`config.mk`:
```
export PLATFORM = sky130hd
export DESIGN_NAME = musa_boot_loader
export DESIGN_NICKNAME = d
export VERILOG_FILES = /design/src/rtl/musa_boot_loader.sv
export SDC_FILE = /design/constraint.sdc
export NUM_CORES = 1
export LEC_CHECK = 0
export ABC_AREA = 1
export CAP_MARGIN = 20
export CORE_MARGIN = 5
export CORE_UTILIZATION = 50
export DETAILED_ROUTE_END_ITERATION = 7
export PLACE_DENSITY = 0.74
export SYNTH_ARGS = -nofsm -noshare
export SYNTH_HDL_FRONTEND = slang
export SYNTH_SLANG_ARGS = --single-unit
```
`constraint.sdc`:
```
create_clock -name clk -period 5.1 [get_ports clk]
set_input_delay 1.02 -clock clk [delete_from_list [all_inputs] [get_ports clk]]
set_output_delay 1.02 -clock clk [all_outputs]
set_load 0.005 [all_outputs]
```
`src/rtl/musa_boot_loader.sv`:
```
// Framed byte-stream program loader: assembles big-endian words into imem
// from address 0 and holds the core in reset until the checksum verifies.
//
// Ports:
//   clk, rst            - clock, synchronous active-high reset
//   rx_data/valid/ready - incoming byte stream handshake
//   imem_addr/data/wren - one-cycle instruction memory write
//   core_rst_n          - active-low core reset, released on success
//   load_count          - words written in the current frame
//   done, error         - sticky success / reject flags
module musa_boot_loader #(
    parameter int ADDR_WIDTH = 18,
    parameter int MAX_WORDS  = 1024
) (
    input  logic                  clk,
    input  logic                  rst,
    input  logic [7:0]            rx_data,
    input  logic                  rx_valid,
    output logic                  rx_ready,
    output logic [ADDR_WIDTH-1:0] imem_addr,
    output logic [31:0]           imem_data,
    output logic                  imem_wren,
    output logic                  core_rst_n,
    output logic [15:0]           load_count,
    output logic                  done,
    output logic                  error
);

    typedef enum logic [2:0] {
        S_IDLE, S_LEN_HI, S_LEN_LO, S_DATA, S_CHECK, S_RUN, S_ERROR
    } state_t;

    localparam logic [16:0] MAXW = 17'(MAX_WORDS);

    state_t                state_q, state_d;
    logic                  started_q, started_d;
    logic [15:0]           len_q, len_d;
    logic [7:0]            chk_q, chk_d;
    logic [1:0]            bcnt_q, bcnt_d;
    logic [23:0]           asm_q, asm_d;
    logic [ADDR_WIDTH-1:0] addr_q, addr_d;
    logic [31:0]           data_q, data_d;
    logic                  wren_q, wren_d;
    logic [15:0]           count_q, count_d;

    logic        accept;
    logic [15:0] len_full;

    // started_q keeps rx_ready low for the first cycle after reset.
    assign rx_ready = started_q && (state_q != S_RUN) && (state_q != S_ERROR);
    assign accept   = rx_valid && rx_ready;
    assign len_full = {len_q[7:0], rx_data};

    always_comb begin
        state_d   = state_q;
        started_d = 1'b1;
        len_d     = len_q;
        chk_d     = chk_q;
        bcnt_d    = bcnt_q;
        asm_d     = asm_q;
        addr_d    = addr_q;
        data_d    = data_q;
        wren_d    = 1'b0;
        count_d   = count_q;

        // Address and count advance on the edge that ends the write strobe.
        if (wren_q) begin
            addr_d  = addr_q + ADDR_WIDTH'(1);
            count_d = count_q + 16'd1;
        end

        if (accept) begin
            unique case (state_q)
                S_IDLE: begin
                    if (rx_data == 8'hA5) begin
                        state_d = S_LEN_HI;
                        chk_d   = 8'h00;
                    end
                end
                S_LEN_HI: begin
                    len_d   = {8'h00, rx_data};
                    chk_d   = chk_q ^ rx_data;
                    state_d = S_LEN_LO;
                end
                S_LEN_LO: begin
                    len_d  = len_full;
                    chk_d  = chk_q ^ rx_data;
                    bcnt_d = 2'd0;
                    if ({1'b0, len_full} > MAXW)
                        state_d = S_ERROR;
                    else if (len_full == 16'd0)
                        state_d = S_CHECK;
                    else
                        state_d = S_DATA;
                end
                S_DATA: begin
                    chk_d  = chk_q ^ rx_data;
                    bcnt_d = bcnt_q + 2'd1;
                    if (bcnt_q == 2'd3) begin
                        data_d = {asm_q, rx_data};
                        wren_d = 1'b1;
                        // Previous word's count update has always landed
                        // by the time the next 4th byte arrives.
                        if (count_q + 16'd1 == len_q)
                            state_d = S_CHECK;
                    end else begin
                        asm_d = {asm_q[15:0], rx_data};
                    end
                end
                S_CHECK: begin
                    state_d = (rx_data == chk_q) ? S_RUN : S_ERROR;
                end
                default: ;
            endcase
        end
    end

    always_ff @(posedge clk) begin
        if (rst) begin
            state_q   <= S_IDLE;
            started_q <= 1'b0;
            len_q     <= '0;
            chk_q     <= '0;
            bcnt_q    <= '0;
            asm_q     <= '0;
            addr_q    <= '0;
            data_q    <= '0;
            wren_q    <= 1'b0;
            count_q   <= '0;
        end else begin
            state_q   <= state_d;
            started_q <= started_d;
            len_q     <= len_d;
            chk_q     <= chk_d;
            bcnt_q    <= bcnt_d;
            asm_q     <= asm_d;
            addr_q    <= addr_d;
            data_q    <= data_d;
            wren_q    <= wren_d;
            count_q   <= count_d;
        end
    end

    assign imem_addr  = addr_q;
    assign imem_data  = data_q;
    assign imem_wren  = wren_q;
    assign load_count = count_q;
    assign done       = (state_q == S_RUN);
    assign error      = (state_q == S_ERROR);
    assign core_rst_n = (state_q == S_RUN);

endmodule
```
After elaboration in Yosys (flattened, before gate mapping)
Cells that the tools add are included.

Register bits: 121. Input port bits: 11. Logic and storage cells: 63.

Add/sub/neg operators: 3. Order comparisons: 1. Eq/ne operators: 15. Mux-type cells: 13. Bitwise gates (word level): 4. Reduce and logical (&&, ||, !) cells: 17.

Operator list (number): 16-bit case mux with 2 select lines (1); 18-bit by 1-bit adder with 18-bit output (second input constant) (1); 16-bit by 1-bit adder with 16-bit output (second input constant) (1); 16-bit equality test (1); 16-bit by 11-bit > comparator with 1-bit output (second input constant) (1); 16-bit logical NOT (1); 8-bit case mux with 2 select lines (1); 3-bit two-way mux (5); 3-bit case mux with 5 select lines (1); 3-bit equality test (second input constant) (3); 3-bit AND reduction (3); 8-bit equality test (1); 8-bit equality test (second input constant) (1); 8-bit two-way mux (1); 8-bit bitwise XOR (1); 3-bit by 2-bit equality test with 1-bit output (second input constant) (2); 2-bit inequality test (second input constant) (3); 3-bit inequality test (second input constant) (2); 2-bit nonzero test (3); 3-bit OR reduction (2); 5-bit AND reduction (1); 5-bit nonzero test (1); 2-bit case mux with 2 select lines (1); 2-bit AND reduction (2); other kinds (8) (13).

Depth between registers and ports, before layout
Gate-level depths: netlist of run 1.

Depth in word-level cells: 6. Mapped depth: 15. Depth with buffers taken out: 15.

Least setup slack after synthesis of run 1
No wires, ideal clock.

Kind: input -> register. Start: input port rx_data[0]. End: register chk_q[5]. Setup time: 116 ps. Arrival: 1947 ps. Path slack: 3037 ps. Stages on the path: 9. Path buffers: 1. Cells stage by stage: inv_1 -> nor4_1 -> nand2_1 -> nand2_1 -> nand2_1 -> nor2_4 -> buf_4 -> o21ai_0 -> o211a_1.

Word-level cells in the longest chain between the ends: 3.

RTL lines: start, declared (RTL line 17) `input logic [7:0] rx_data,`; 8-bit equality test (RTL line 75) `if (rx_data == 8'hA5) begin`; 2-bit inequality test (no line); 3-bit AND reduction (no line); end signal, assigned (RTL line 134) `chk_q <= chk_d;`; end, declared (RTL line 38) `logic [7:0] chk_q, chk_d;`.

No other way between the ends. A chain may end at the register's enable or synchronous reset.

Worst setup path in the final report of run 1
Start: register state_q[2]. End: output port error.

Word-level cells in the longest chain between the ends: 1.

RTL lines: start, declared (RTL line 35) `state_t state_q, state_d;`; start signal, assigned (RTL line 131) `state_q <= state_d;`; 3-bit equality test (RTL line 149) `assign error = (state_q == S_ERROR);`; end, declared (RTL line 26) `output logic error`.

No other way between the ends.

==> metrics.md, run 1 <==
| Metric | Value |
|---|---|
| Status | `finished, final reports clean` |
| Setup CP Type | `register to output port` |
| Origin of the worst setup path | `state_q[2]$_SDFFE_PP0P_` |
| Setup crit end kind | `output port` |
| Warnings, synthesis | `0` |
| Setup crit start kind | `register` |
| I/O pin cnt | `82` |
| Max-Cap Viols | `0` |
| Post-Syn Nets | `799` |
| Core region area | `0.01089 mm2` |
| Total gr overflow | `0` |
| CTS root buf | `clkbuf_8` |
| Total CTS buffers | `17` |
| Layout Nets | `866` |
| Die area | `0.01337 mm2` |
| Cell Pwr Density | `299.0 mW/mm2` |
| Setup bufs post-CTS | `0` |
| Final slew viol count | `0` |
| CTS hold repair buffers | `0` |
| Cell Chain, Critical Path | `inv_2 > nor3_2 > clkdlybuf4s50_1` |
| Share of layout cells above drive strength 1 | `6.481%` |
| # resized after CTS | `0` |
| Row cnt | `38` |
| Fillcell total | `955` |
| Syn Std Cell Area | `0.005577 mm2` |
| Cell taking the most area after synthesis | `dfxtp_1` |
| Clock skew | `0.006109 ns` |
| Period utilization | `61.76%` |
| Clock Path Buffers | `2` |
| DR iter-0 viols | `424` |
| Post-synth top area share | `43.44%` |
| Post-route setup TNS | `0 ns` |
| Yosys reg bits | `121` |
| CTS tree | `done` |
| Synth cell types | `34` |
| Mapped Cells | `784` |
| R2R depth | `5` |
| Peak VDD IR | `0.1804 mV` |
| PortBufs | `81` |
| P&R area growth vs syn | `24.95%` |
| Initial antenna violation count | `0` |
| Die X | `115.6 um` |
| Static Leak | `2.730 nW` |
| CP Data Required Time | `4.08 ns` |
| Vias per Instance | `5.370` |
| Max Fanout on Critical Path | `10` |
| FF-to-FF setup slack | `2.38 ns` |
| FMAX | `317.5 MHz` |
| Critical-path top delay cell | `clkdlybuf4s50_1` |
| Worst hold stages | `2` |
| FF-to-FF End | `imem_addr[14]$_SDFFE_PP0P_` |
| CTS sink cnt | `121` |
| Worst-path clk slew | `0.06 ns` |
| Crit path DAT | `2.13 ns` |
| Main area contributors after synthesis | `dfxtp_1 (43%), nand2_1 (10%), a21oi_1 (7.8%)` |
| Minimum clock period | `3.150 ns` |
| RSZ-0062 raised after global routing | `false` |
| Largest net degree at the start of global routing | `62` |
| Syn avg cell area | `7.113 um2` |
| Diodes inserted | `0` |
| Post-Route WL | `14250 um` |
| Via count | `5391` |
| Setup violation total in the final timing report | `0` |
| DP HPWL | `9603 um` |
| Final Non-Filler Cells | `1004` |
| DRC Markers | `0` |
| GRT Overall Usage | `22.05%` |
| Final Hold Vio Count | `0` |
| Global-route wire length before repair | `23980 um` |
| Sequential-to-total area share from yosys stat | `43.44%` |
| Post-DRT Antenna Nets | `0` |
| Top delay family on crit path | `buffers and inverters` |
| H-Tree Depth | `4` |
| Critical Path Max Stage Delay | `0.58 ns` |
| Clk_lat worst skew | `0.52 ns` |
| Worst r2r src | `imem_wren$_SDFF_PP0_` |
| Die Y | `115.6 um` |
| Crit path capture | `error` |
| DR pass1 iterations | `6` |
| Vias in the first global route | `5069` |
| Worst hold path class | `register to register` |
| CP bufs+invs | `2` |
| Routed WL per cell | `14.20 um` |
| DP Cell Count | `970` |
| Worst-Margin Slew | `0.8938 ns` |
| Worst slew margin | `40.33%` |
| Initial cell density of the core | `51.22%` |
| Stages on the worst setup path | `3` |
| GP Congestion | `0.9138` |
## per-stage QoR
step	total power [W]	setup slack, ns	hold slack (ns)	instance area [um2]	utilization, %
after floorplan	0.0009991	3.037	0.4433	5577	-
after CTS	0.002096	1.956	0.4655	6935	63.70
after global placement	0.001018	1.886	0.4499	6390	58.69
after global routing	0.002154	1.826	0.4851	6968	64.00
after detailed placement	0.001019	1.780	0.4554	6390	58.69
final	0.002083	1.950	0.4631	6968	64.00
## routing by layer
metal	up-vias	global-route usage, %	routed length (um)	part of all wire [%]
met5	-	0	0	0
met2	167	35.73	6752	47
met4	0	7.579	242	1.7
met3	25	5.483	868	6.1
li1	2729	-	-	-
met1	2470	28.85	6388	45
## synthesized netlist by cell type (all sizes together)
master / number
nand2: 151
dfxtp: 121
nor2: 100
a21oi: 87
nand3: 85
inv: 78
o21ai: 64
clkbuf: 19
buf: 18
nand4: 11
xnor2: 8
nor3: 7
a211oi: 5
o211a: 5
xor2: 5
ha: 4
o211ai: 4
nor4: 3
o21a: 3
nand3b: 2
nor3b: 2
o22ai: 2
## worst min-delay path by stage
stage / slack (ns) / start / endpoint
finish: 0.46 / imem_data[27]$_SDFFE_PP0P_ / imem_data[27]$_SDFFE_PP0P_
global route: 0.49 / imem_data[16]$_SDFFE_PP0P_ / imem_data[16]$_SDFFE_PP0P_
CTS: 0.47 / imem_data[27]$_SDFFE_PP0P_ / imem_data[27]$_SDFFE_PP0P_
detailed placement: 0.46 / imem_data[2]$_SDFFE_PP0P_ / imem_data[2]$_SDFFE_PP0P_
global placement: 0.45 / imem_data[20]$_SDFFE_PP0P_ / imem_data[20]$_SDFFE_PP0P_
floorplan: 0.44 / bcnt_q[0]$_SDFFE_PP0P_ / bcnt_q[0]$_SDFFE_PP0P_
## area by class of cell
type                       count  area, um2  share of cell area (%)
tap                          140      175.2                   2.514
clock buffer                  20      455.4                   6.536
sequential                   121       2422                   34.76
timing repair buffer          85      853.3                   12.25
clock inverter                12      90.09                   1.293
multi-input combinational    548       2679                   38.44
inverter                      78      292.8                   4.202
## cells in the final DEF, fill, tap and decap left out, types with 6 or more instances in the layout
cell,n
xnor2_1,8
nand2_1,148
nor2_1,92
dfxtp_1,121
o21ai_1,10
nor3_1,6
nand4_1,11
inv_2,6
clkbuf_16,16
a21oi_1,87
inv_1,72
nand3_1,85
o21ai_0,54
clkinvlp_4,6
clkdlybuf4s50_1,80
## cell families after synthesis
family	after synthesis	synth area share (%)
DFF	121	43.44
AOI/OAI and AO/OA	170	16.29
adders and majority gates	4	0.8975
buffers and inverters	115	8.526
xor gates and xnor gates	13	2.042
and+or+nand+nor	361	28.81
## tightest hold or removal path: stages, from the launching register on
cell	delay (ns)
dfxtp_1	0.31
nand2_1	0.06
a21oi_1	0.05
## flip-flops by register name, summed over array words and instances (netlist names), 2 cells and up
signal / cells
asm_q: 24
imem_addr: 18
chk_q: 8
imem_data: 32
load_count: 16
state_q: 3
len_q: 16
bcnt_q: 2
## power breakdown
part / internal [W] / switching (W) / total, W
Combinational: 0.0000167 / 0.0000337 / 0.0000504
Sequential: 0.000947 / 0.00000137 / 0.000948
Clock: 0.000638 / 0.000447 / 0.00108
No activity file was read; power rests on OpenSTA's default activity.
==> run 2: changes to the inputs <==
--- a/config.mk
+++ b/config.mk
@@ -8,9 +8,9 @@
 export ABC_AREA = 1
 export CAP_MARGIN = 20
 export CORE_MARGIN = 5
-export CORE_UTILIZATION = 50
+export CORE_UTILIZATION = 49
 export DETAILED_ROUTE_END_ITERATION = 7
-export PLACE_DENSITY = 0.74
+export PLACE_DENSITY = 0.76
 export SYNTH_ARGS = -nofsm -noshare
 export SYNTH_HDL_FRONTEND = slang
 export SYNTH_SLANG_ARGS = --single-unit
==> constraint.sdc (replaced) <==
create_clock -name clk -period 2.8 [get_ports clk]
set_input_delay 0.56 -clock clk [delete_from_list [all_inputs] [get_ports clk]]
set_output_delay 0.56 -clock clk [all_outputs]
set_load 0.005 [all_outputs]
==> metrics.md, run 2 (synthesized netlist as in run 1, its figures left out) <==
| Metric | Value |
|---|---|
| Static Leak | `2.749 nW (was 2.730 nW)` |
| DP HPWL | `9683 um (was 9603 um)` |
| GRT Overall Usage | `21.36% (was 22.05%)` |
| Worst-Margin Slew | `0.7712 ns (was 0.8938 ns)` |
| GP Congestion | `0.8364 (was 0.9138)` |
| DP Area | `0.006431 mm2 (was 0.006390 mm2)` |
| Row cnt | `39 (was 38)` |
| Diodes inserted | `0 (unchanged)` |
| Worst hold stages | `2 (unchanged)` |
| Largest net degree at the start of global routing | `62 (unchanged)` |
| Post-DRT Antenna Nets | `0 (unchanged)` |
| Total CTS buffers | `17 (unchanged)` |
| Vias in the first global route | `5171 (was 5069)` |
| Initial cell density of the core | `49.47% (was 51.22%)` |
| Hold Startpoint | `imem_data[26]$_SDFFE_PP0P_ (was imem_data[27]$_SDFFE_PP0P_)` |
| Core Util, Final | `62.10% (was 64.00%)` |
| Clock skew | `0.009106 ns (was 0.006109 ns)` |
| Worst slew margin | `48.11% (was 40.33%)` |
| RSZ-0062 raised after global routing | `false (unchanged)` |
| Setup bufs post-CTS | `0 (unchanged)` |
| Routed WL per cell | `13.78 um (was 14.20 um)` |
| Setup violation total in the final timing report | `0 (unchanged)` |
| FMAX | `380.3 MHz` |
| Worst hold path class | `register to register (unchanged)` |
| DRC Markers | `0 (unchanged)` |
| Post-Route WL | `13920 um (was 14250 um)` |
| FF-to-FF End | `state_q[1]$_SDFFE_PP0P_ (was imem_addr[14]$_SDFFE_PP0P_)` |
| Peak VDD IR | `0.2965 mV (was 0.1804 mV)` |
| P&R area growth vs syn | `25.53% (was 24.95%)` |
| Status | `finished, final reports clean (unchanged)` |
| CTS root buf | `clkbuf_16 (was clkbuf_8)` |
| Worst-path clk slew | `0.06 ns (about the same)` |
| Total gr overflow | `0 (unchanged)` |
| Clock Path Buffers | `2 (unchanged)` |
| Max-Cap Viols | `0 (unchanged)` |
| Setup crit end kind | `output port (unchanged)` |
| FF-to-FF setup slack | `0.47 ns (was 2.38 ns)` |
| Switching part of the total power | `21.62% (was 23.14%)` |
| Comb pwr share | `2.4% (about the same)` |
| Hold EP | `imem_data[26]$_SDFFE_PP0P_ (was imem_data[27]$_SDFFE_PP0P_)` |
| Vias per Instance | `5.332 (was 5.370)` |
| R2R depth | `14 (was 5)` |
| PortBufs | `81 (unchanged)` |
| CP Data Required Time | `2.24 ns (was 4.08 ns)` |
| Final slew viol count | `0 (unchanged)` |
| Global-route wire length before repair | `23510 um (was 23980 um)` |
| Part of the power in registers | `44.5% (was 45.5%)` |
| Finished layout cell area | `0.007000 mm2 (was 0.006968 mm2)` |
| CTS tree | `done (unchanged)` |
| Worst r2r src | `load_count[0]$_SDFFE_PP0P_ (was imem_wren$_SDFF_PP0_)` |
| CTS sink cnt | `121 (unchanged)` |
| Max Fanout on Critical Path | `10 (unchanged)` |
| Power Total | `0.003884 W (was 0.002083 W)` |
| Setup crit start kind | `register (unchanged)` |
| I/O pin cnt | `82 (unchanged)` |
| Via count | `5385 (was 5391)` |
| Sw Pwr | `0.0008395 W (was 0.0004821 W)` |
| Minimum clock period | `2.630 ns` |
| Cell Pwr Density | `554.8 mW/mm2 (was 299.0 mW/mm2)` |
| Core region area | `0.01127 mm2 (was 0.01089 mm2)` |
| Clk_lat worst skew | `0.41 ns (was 0.52 ns)` |
| Crit path DAT | `2.07 ns (was 2.13 ns)` |
| Cell Int Power | `0.003044 W (was 0.001601 W)` |
| Die area | `0.01361 mm2 (was 0.01337 mm2)` |
| Share of layout cells above drive strength 1 | `6.459% (was 6.481%)` |
| Die Y | `116.7 um (was 115.6 um)` |
| DR iter-0 viols | `363 (was 424)` |
| Leading cell type in the layout, fill and taps excluded | `nand2_1 (unchanged)` |
| Post-route setup TNS | `0 ns (unchanged)` |
| Setup CP Type | `register to output port (unchanged)` |
| # resized after CTS | `0 (unchanged)` |
| Initial antenna violation count | `0 (unchanged)` |
| Die X | `116.7 um (was 115.6 um)` |
| Number of flip-flops in the largest register | `32 (unchanged)` |
| Final Hold Vio Count | `0 (unchanged)` |
| Clk pwr share | `53.1% (was 52.1%)` |
| Period utilization | `93.92%` |
| H-Tree Depth | `4 (unchanged)` |
| Layout Nets | `869 (was 866)` |
| Most frequent cells in the layout | `nand2_1 (148), dfxtp_1 (121), nor2_1 (92), a21oi_1 (87), nand3_1 (85) (unchanged)` |
| DR pass1 iterations | `6 (unchanged)` |
| CTS hold repair buffers | `0 (unchanged)` |
run 2: power groups by stage:
| stage | registers (W) | logic (W) | clock network, W |
|---|---|---|---|
| floorplan | 0.00176 | 0.0000562 | 0 |
| detailed placement | 0.00176 | 0.0000927 | 0 |
| finish | 0.00173 | 0.0000930 | 0.00206 |
| global route | 0.00173 | 0.000102 | 0.00218 |
| global placement | 0.00176 | 0.0000910 | 0 |
| CTS | 0.00173 | 0.0000930 | 0.00209 |
run 2: worst max-delay path by stage:
| stage | slack, ns | end | from |
|---|---|---|---|
| 2_1_floorplan | 0.93 | state_q[0]$_SDFFE_PP0P_ | load_count[0]$_SDFFE_PP0P_ |
| 3_3_place_gp | 0.47 | chk_q[2]$_SDFFE_PP0P_ | rx_data[5] |
| 3_5_place_dp | 0.36 | chk_q[7]$_SDFFE_PP0P_ | rx_data[5] |
| 4_1_cts | 0.16 | error | state_q[2]$_SDFFE_PP0P_ |
| 5_1_grt | 0.07 | error | state_q[2]$_SDFFE_PP0P_ |
| 6_report | 0.17 | error | state_q[2]$_SDFFE_PP0P_ |
run 2: critical path: stages, from the launching register on:
cell	delay (ns)
dfxtp_1	0.59
inv_2	0.12
nor3_2	0.36
clkdlybuf4s50_1	0.58
run 2: area by class of cell:
cell class / instances / area [um2]
Clock buffer: 22 / 474.2
Clock inverter: 10 / 95.09
Multi-Input combinational cell: 548 / 2679
Fill cell: 983 / 4272
Inverter: 78 / 292.8
Tap cell: 143 / 178.9
Timing Repair Buffer: 88 / 858.3
Sequential cell: 121 / 2422
run 2: routing by layer:
metal	share of wire, %	global-route usage (%)	vias to the layer above
met5	0	0	-
met4	1.8	8.486	0
met3	6.1	5.596	24
met2	47	34.85	173
met1	45	26.97	2456
li1	-	-	2732
run 2: per-stage QoR:
stage                     hold slack [ns]  setup slack, ns  std cells
after floorplan                    0.4433           0.9332        784
after global placement             0.4504           0.4705        978
after detailed placement           0.4545           0.3613        978
after CTS                          0.4634           0.1639       1010
after global routing               0.4882          0.06903       1010
final                              0.4601           0.1704       1010
==> RTL edit 1, RTL diff (settings of run 2) <==
The parameter `ADDR_WIDTH` goes from 18 to 16.
--- a/src/rtl/musa_boot_loader.sv
+++ b/src/rtl/musa_boot_loader.sv
@@ -10,5 +10,5 @@
 //   done, error         - sticky success / reject flags
 module musa_boot_loader #(
-    parameter int ADDR_WIDTH = 18,
+    parameter int ADDR_WIDTH = 16,
     parameter int MAX_WORDS  = 1024
 ) (
Interface: changed (resized imem_addr); port bits go from 82 to 80. No check against the original RTL was run, so the function may have changed too.
==> RTL edit 1 against run 2 <==
Combinational power shrank 5.1%. Sequential cell count shrank 2. Cell area shrank 2.3%. Power grew 1.3%. Area after synthesis shrank 3.8%. Clock skew shrank 0.0017 ns. Routed wire length grew 1.6%. Worst setup slack lost 0.045 ns.
==> RTL edit 1: results (changes against run 2) <==
Worst setup path
  • FF-to-FF setup slack: 0.44 ns (-0.03 ns)
  • Data arrival, critical path: 2.11 ns (+0.04 ns)

Placed design
  • Post-DP HPWL: 10000 um (+3.3%)
  • IO Port Bufs: 79 (-2.5%)
  • Place WS: 0.452 ns (+0.0912 ns)
  • GPL Wtd Cong: 0.892 (+6.6%)

Timing
  • Final clock skew: 0.00738 ns (-0.00172 ns)
  • Worst slew margin: 60.4% (+12 points)
  • Worst hold slack: 0.461 ns (+0.00132 ns)
  • Final worst slack: 0.126 ns (-0.0447 ns)

Pwr
  • Peak supply drop: 391 uV (+32%)
  • Net Switching: 0.850 mW (+1.3%)
  • Clock Power Share: 54.6% (+1.5 points)
  • P_leak: 2.67 nW (-3.0%)

Cells and area
  • Final cell count without fillers: 992 (-1.8%)
  • Fraction of layout cells with a size suffix above 1: 6.81% (+0.35 points)
  • Fillers: 966 (-1.7%)

Drt
  • Avg WL per Cell: 14.3 um (+3.5%)
  • DRT Pass-1 Iters: 5 (-1)
  • Met2 WL: 7000 um (+6.7%)
  • Post-DR vias/cell: 5.37 (+0.76%)
  • WL met1: 6080 um (-2.7%)
  • Metal3 WL: 846 um (-0.94%)

Logic synthesis
  • Number of distinct library cells after synthesis: 31 (-8.8%)
  • Synth area leaders: dfxtp_1 (44%), nand2_1 (11%), a21oi_1 (8.6%)
  • Synth top cells by count: nand2_1 (154), dfxtp_1 (119), a21oi_1 (92)
  • Mean Syn Cell Area: 7.02 um2 (-1.3%)

Clock network
  • Clock root buffer: clkbuf_8

Global routing
  • Largest net degree at the start of global routing: 40 (-35%)
  • GRT met3 Usage: 5.39% (-0.20 points)
  • GRT Overall Usage: 22.3% (+0.90 points)
  • Vias in the first global route: 5133 (-0.73%)
  • Grt met2 use: 39.0% (+4.1 points)

Status
  • Run status: completed
-- RTL edit 1: final timing paths --
kind,to,startpoint,cells after the start
worst max-delay path,rx_ready,state_q[1],5
worst min-delay path,imem_data[28],imem_data[28],2
worst min register to register,imem_data[28],imem_data[28],2
worst max register to register,state_q[2],load_count[0],14
-- RTL edit 1: logic make-up after synthesis --
group	after synthesis	share of synthesized area, %
buffers and inverters	113	8.51
xor gates and xnor gates	8	1.31
DFF	119	44.4
AOI/OAI and AO/OA	163	15.9
adders and majority gates	3	0.700
and+or+nand+nor	358	29.2
-- RTL edit 1: metrics by stage --
step	utilization (%)	cell area, um2
floorplan	-	5370
global placement	57.9	6250
detailed placement	57.9	6250
CTS	63.4	6840
global route	63.4	6840
finish	63.4	6840
-- RTL edit 1: area by class of cell --
cell class	count	share of cell area, %
multi-input cells	532	37.0
flip-flops and latches	119	34.8
repair buffers	90	12.7
clock buffers	17	6.06
inverters	79	4.34
well taps	140	2.56
clock inverters	15	2.54
==> RTL edit 2, RTL diff (flow settings as in run 2) <==
Without the edit above. Reset style: asynchronous (`rst`), changed in one clocked block. Comments in the files are not updated.
--- a/src/rtl/musa_boot_loader.sv
+++ b/src/rtl/musa_boot_loader.sv
@@ -116,5 +116,5 @@
     end
 
-    always_ff @(posedge clk) begin
+    always_ff @(posedge clk or posedge rst) begin
         if (rst) begin
             state_q   <= S_IDLE;
Check against the original RTL: differs if rst is asserted again (counterexample within 4 cycles, from zero or initial values and one cycle with rst high); with rst held inactive, the same outputs for 10 cycles.
==> RTL edit 2 against run 2 <==
Cell area rose by 5.4%. Sequential cell count did not move. Worst setup slack better by 0.13 ns. Area after synthesis increased by 5.0%. Routed wire length fell by 2.7%. Synthesized cell count shrank 14%.
Power is not compared: it rests on default switching activity, and its combinational part moved more than twofold at a synthesized area within 25%.
==> RTL edit 2: results (changes against run 2) <==
Status
  • Run status: completed

Worst setup path
  • FF-to-FF End: imem_data[26]
  • Critical Path Slowest Stage Cell: clkdlybuf4s50_1
  • R2R depth: 10 (-4)
  • Data arrival, critical path: 1.94 ns (-0.13 ns)
  • Worst r2r src: state_q[0]
  • Slowest cell delay on critical path: 0.55 ns (-0.04 ns)
  • CP Max Fanout: 6 (-4)

Logic synthesis
  • Synth area leaders: dfrtp_1 (52%), nand2_1 (13%), inv_1 (4.6%)
  • Async SR Flop Fraction: 100% (+100 points)
  • Adder-cell area share of the yosys netlist: 0.855% (-0.043 points)
  • Synth Area in XOR/XNOR: 5.56% (+3.5 points)
  • Main synth FF type: dfrtp_1
  • Synth Area in Compound Gates: 8.31% (-8.0 points)
  • Mean Syn Cell Area: 8.63 um2 (+21%)
  • Sequential area share after synthesis: 51.7% (+8.3 points)
  • Syn Nets: 693 (-13%)
  • Number of distinct library cells after synthesis: 39 (+15%)
  • Synth top cells by count: nand2_1 (200), dfrtp_1 (121), inv_1 (72)

Cells and area
  • Multi-input gates: 461 (-16%)
  • Largest cell class: registers
  • Final clock-cell share: 8.20% (+0.073 points)
  • Multi-input gate share of total cell area: 32.5% (-5.8 points)
  • Non-clock buffer count: 86 (-2.3%)
  • Fraction of area in registers: 41.0% (+6.4 points)
  • Final cell count without fillers: 924 (-8.5%)
  • Fillers: 969 (-1.4%)
  • Fraction of layout cells with a size suffix above 1: 11.2% (+4.7 points)
  • Fraction of area in non-clock buffers: 11.8% (-0.43 points)
  • Reg area: 3030 um2 (+25%)
  • Inverters: 77 (-1.3%)
  • Post-layout nets: 779 (-10%)

Worst hold path
  • HP Start: asm_q[19]
  • Hold path endpoint: imem_data[27]

Timing
  • Final clock skew: 0.00907 ns (-0.0000350 ns)
  • Worst hold slack: 0.468 ns (+0.00794 ns)
  • Tightest Pin Transition: 0.755 ns (-0.0158 ns)

Drt
  • Initial drt markers: 379 (+4.4%)
  • Met2 WL: 6520 um (-0.61%)
  • WL met1: 5800 um (-7.2%)
  • Post-DR vias/cell: 5.20 (-2.4%)
  • Final wirelength: 13500 um (-2.7%)
  • DRT Pass-1 Iters: 5 (-1)

Placed design
  • DP Cell Count: 892 (-8.8%)
  • Post-DP HPWL: 9490 um (-1.9%)
  • GPL Wtd Cong: 0.876 (+4.8%)
  • Area after DPL: 6780 um2 (+5.4%)

Global routing
  • GRT Overall Usage: 19.9% (-1.5 points)
  • Grt met2 use: 31.9% (-3.0 points)
  • GRT met1 Usage: 25.7% (-1.3 points)
  • GRT met3 Usage: 5.70% (+0.10 points)

Clock network
  • Post-CTS sizing: 0 (unchanged)

Floorplan
  • Tap Count: 147 (+2.8%)
## RTL edit 2: report_power, final
group | internal [mW] | switching, mW | leakage [nW]
Combinational | 0.396 | 0.709 | 1.50
Sequential | 2.02 | 0.198 | 1.65
Clock | 1.44 | 0.776 | 0.288
Total | 3.86 | 1.68 | 3.44
## RTL edit 2: worst max-delay path by stage
stage | from | end | slack (ns) | depth (start not counted)
2_1_floorplan | rst | asm_q[0] | 0.76 | 1
3_3_place_gp | rx_valid | asm_q[4] | 0.51 | 6
3_5_place_dp | rx_valid | asm_q[11] | 0.43 | 5
4_1_cts | state_q[2] | rx_ready | 0.30 | 4
5_1_grt | state_q[2] | rx_ready | 0.23 | 4
6_report | state_q[2] | rx_ready | 0.30 | 4
## RTL edit 2: worst min-delay path, cell delays in order, from the launching register on
cell and delay (ns):
dfrtp_1 0.34, nand2_1 0.05, nand2_1 0.04
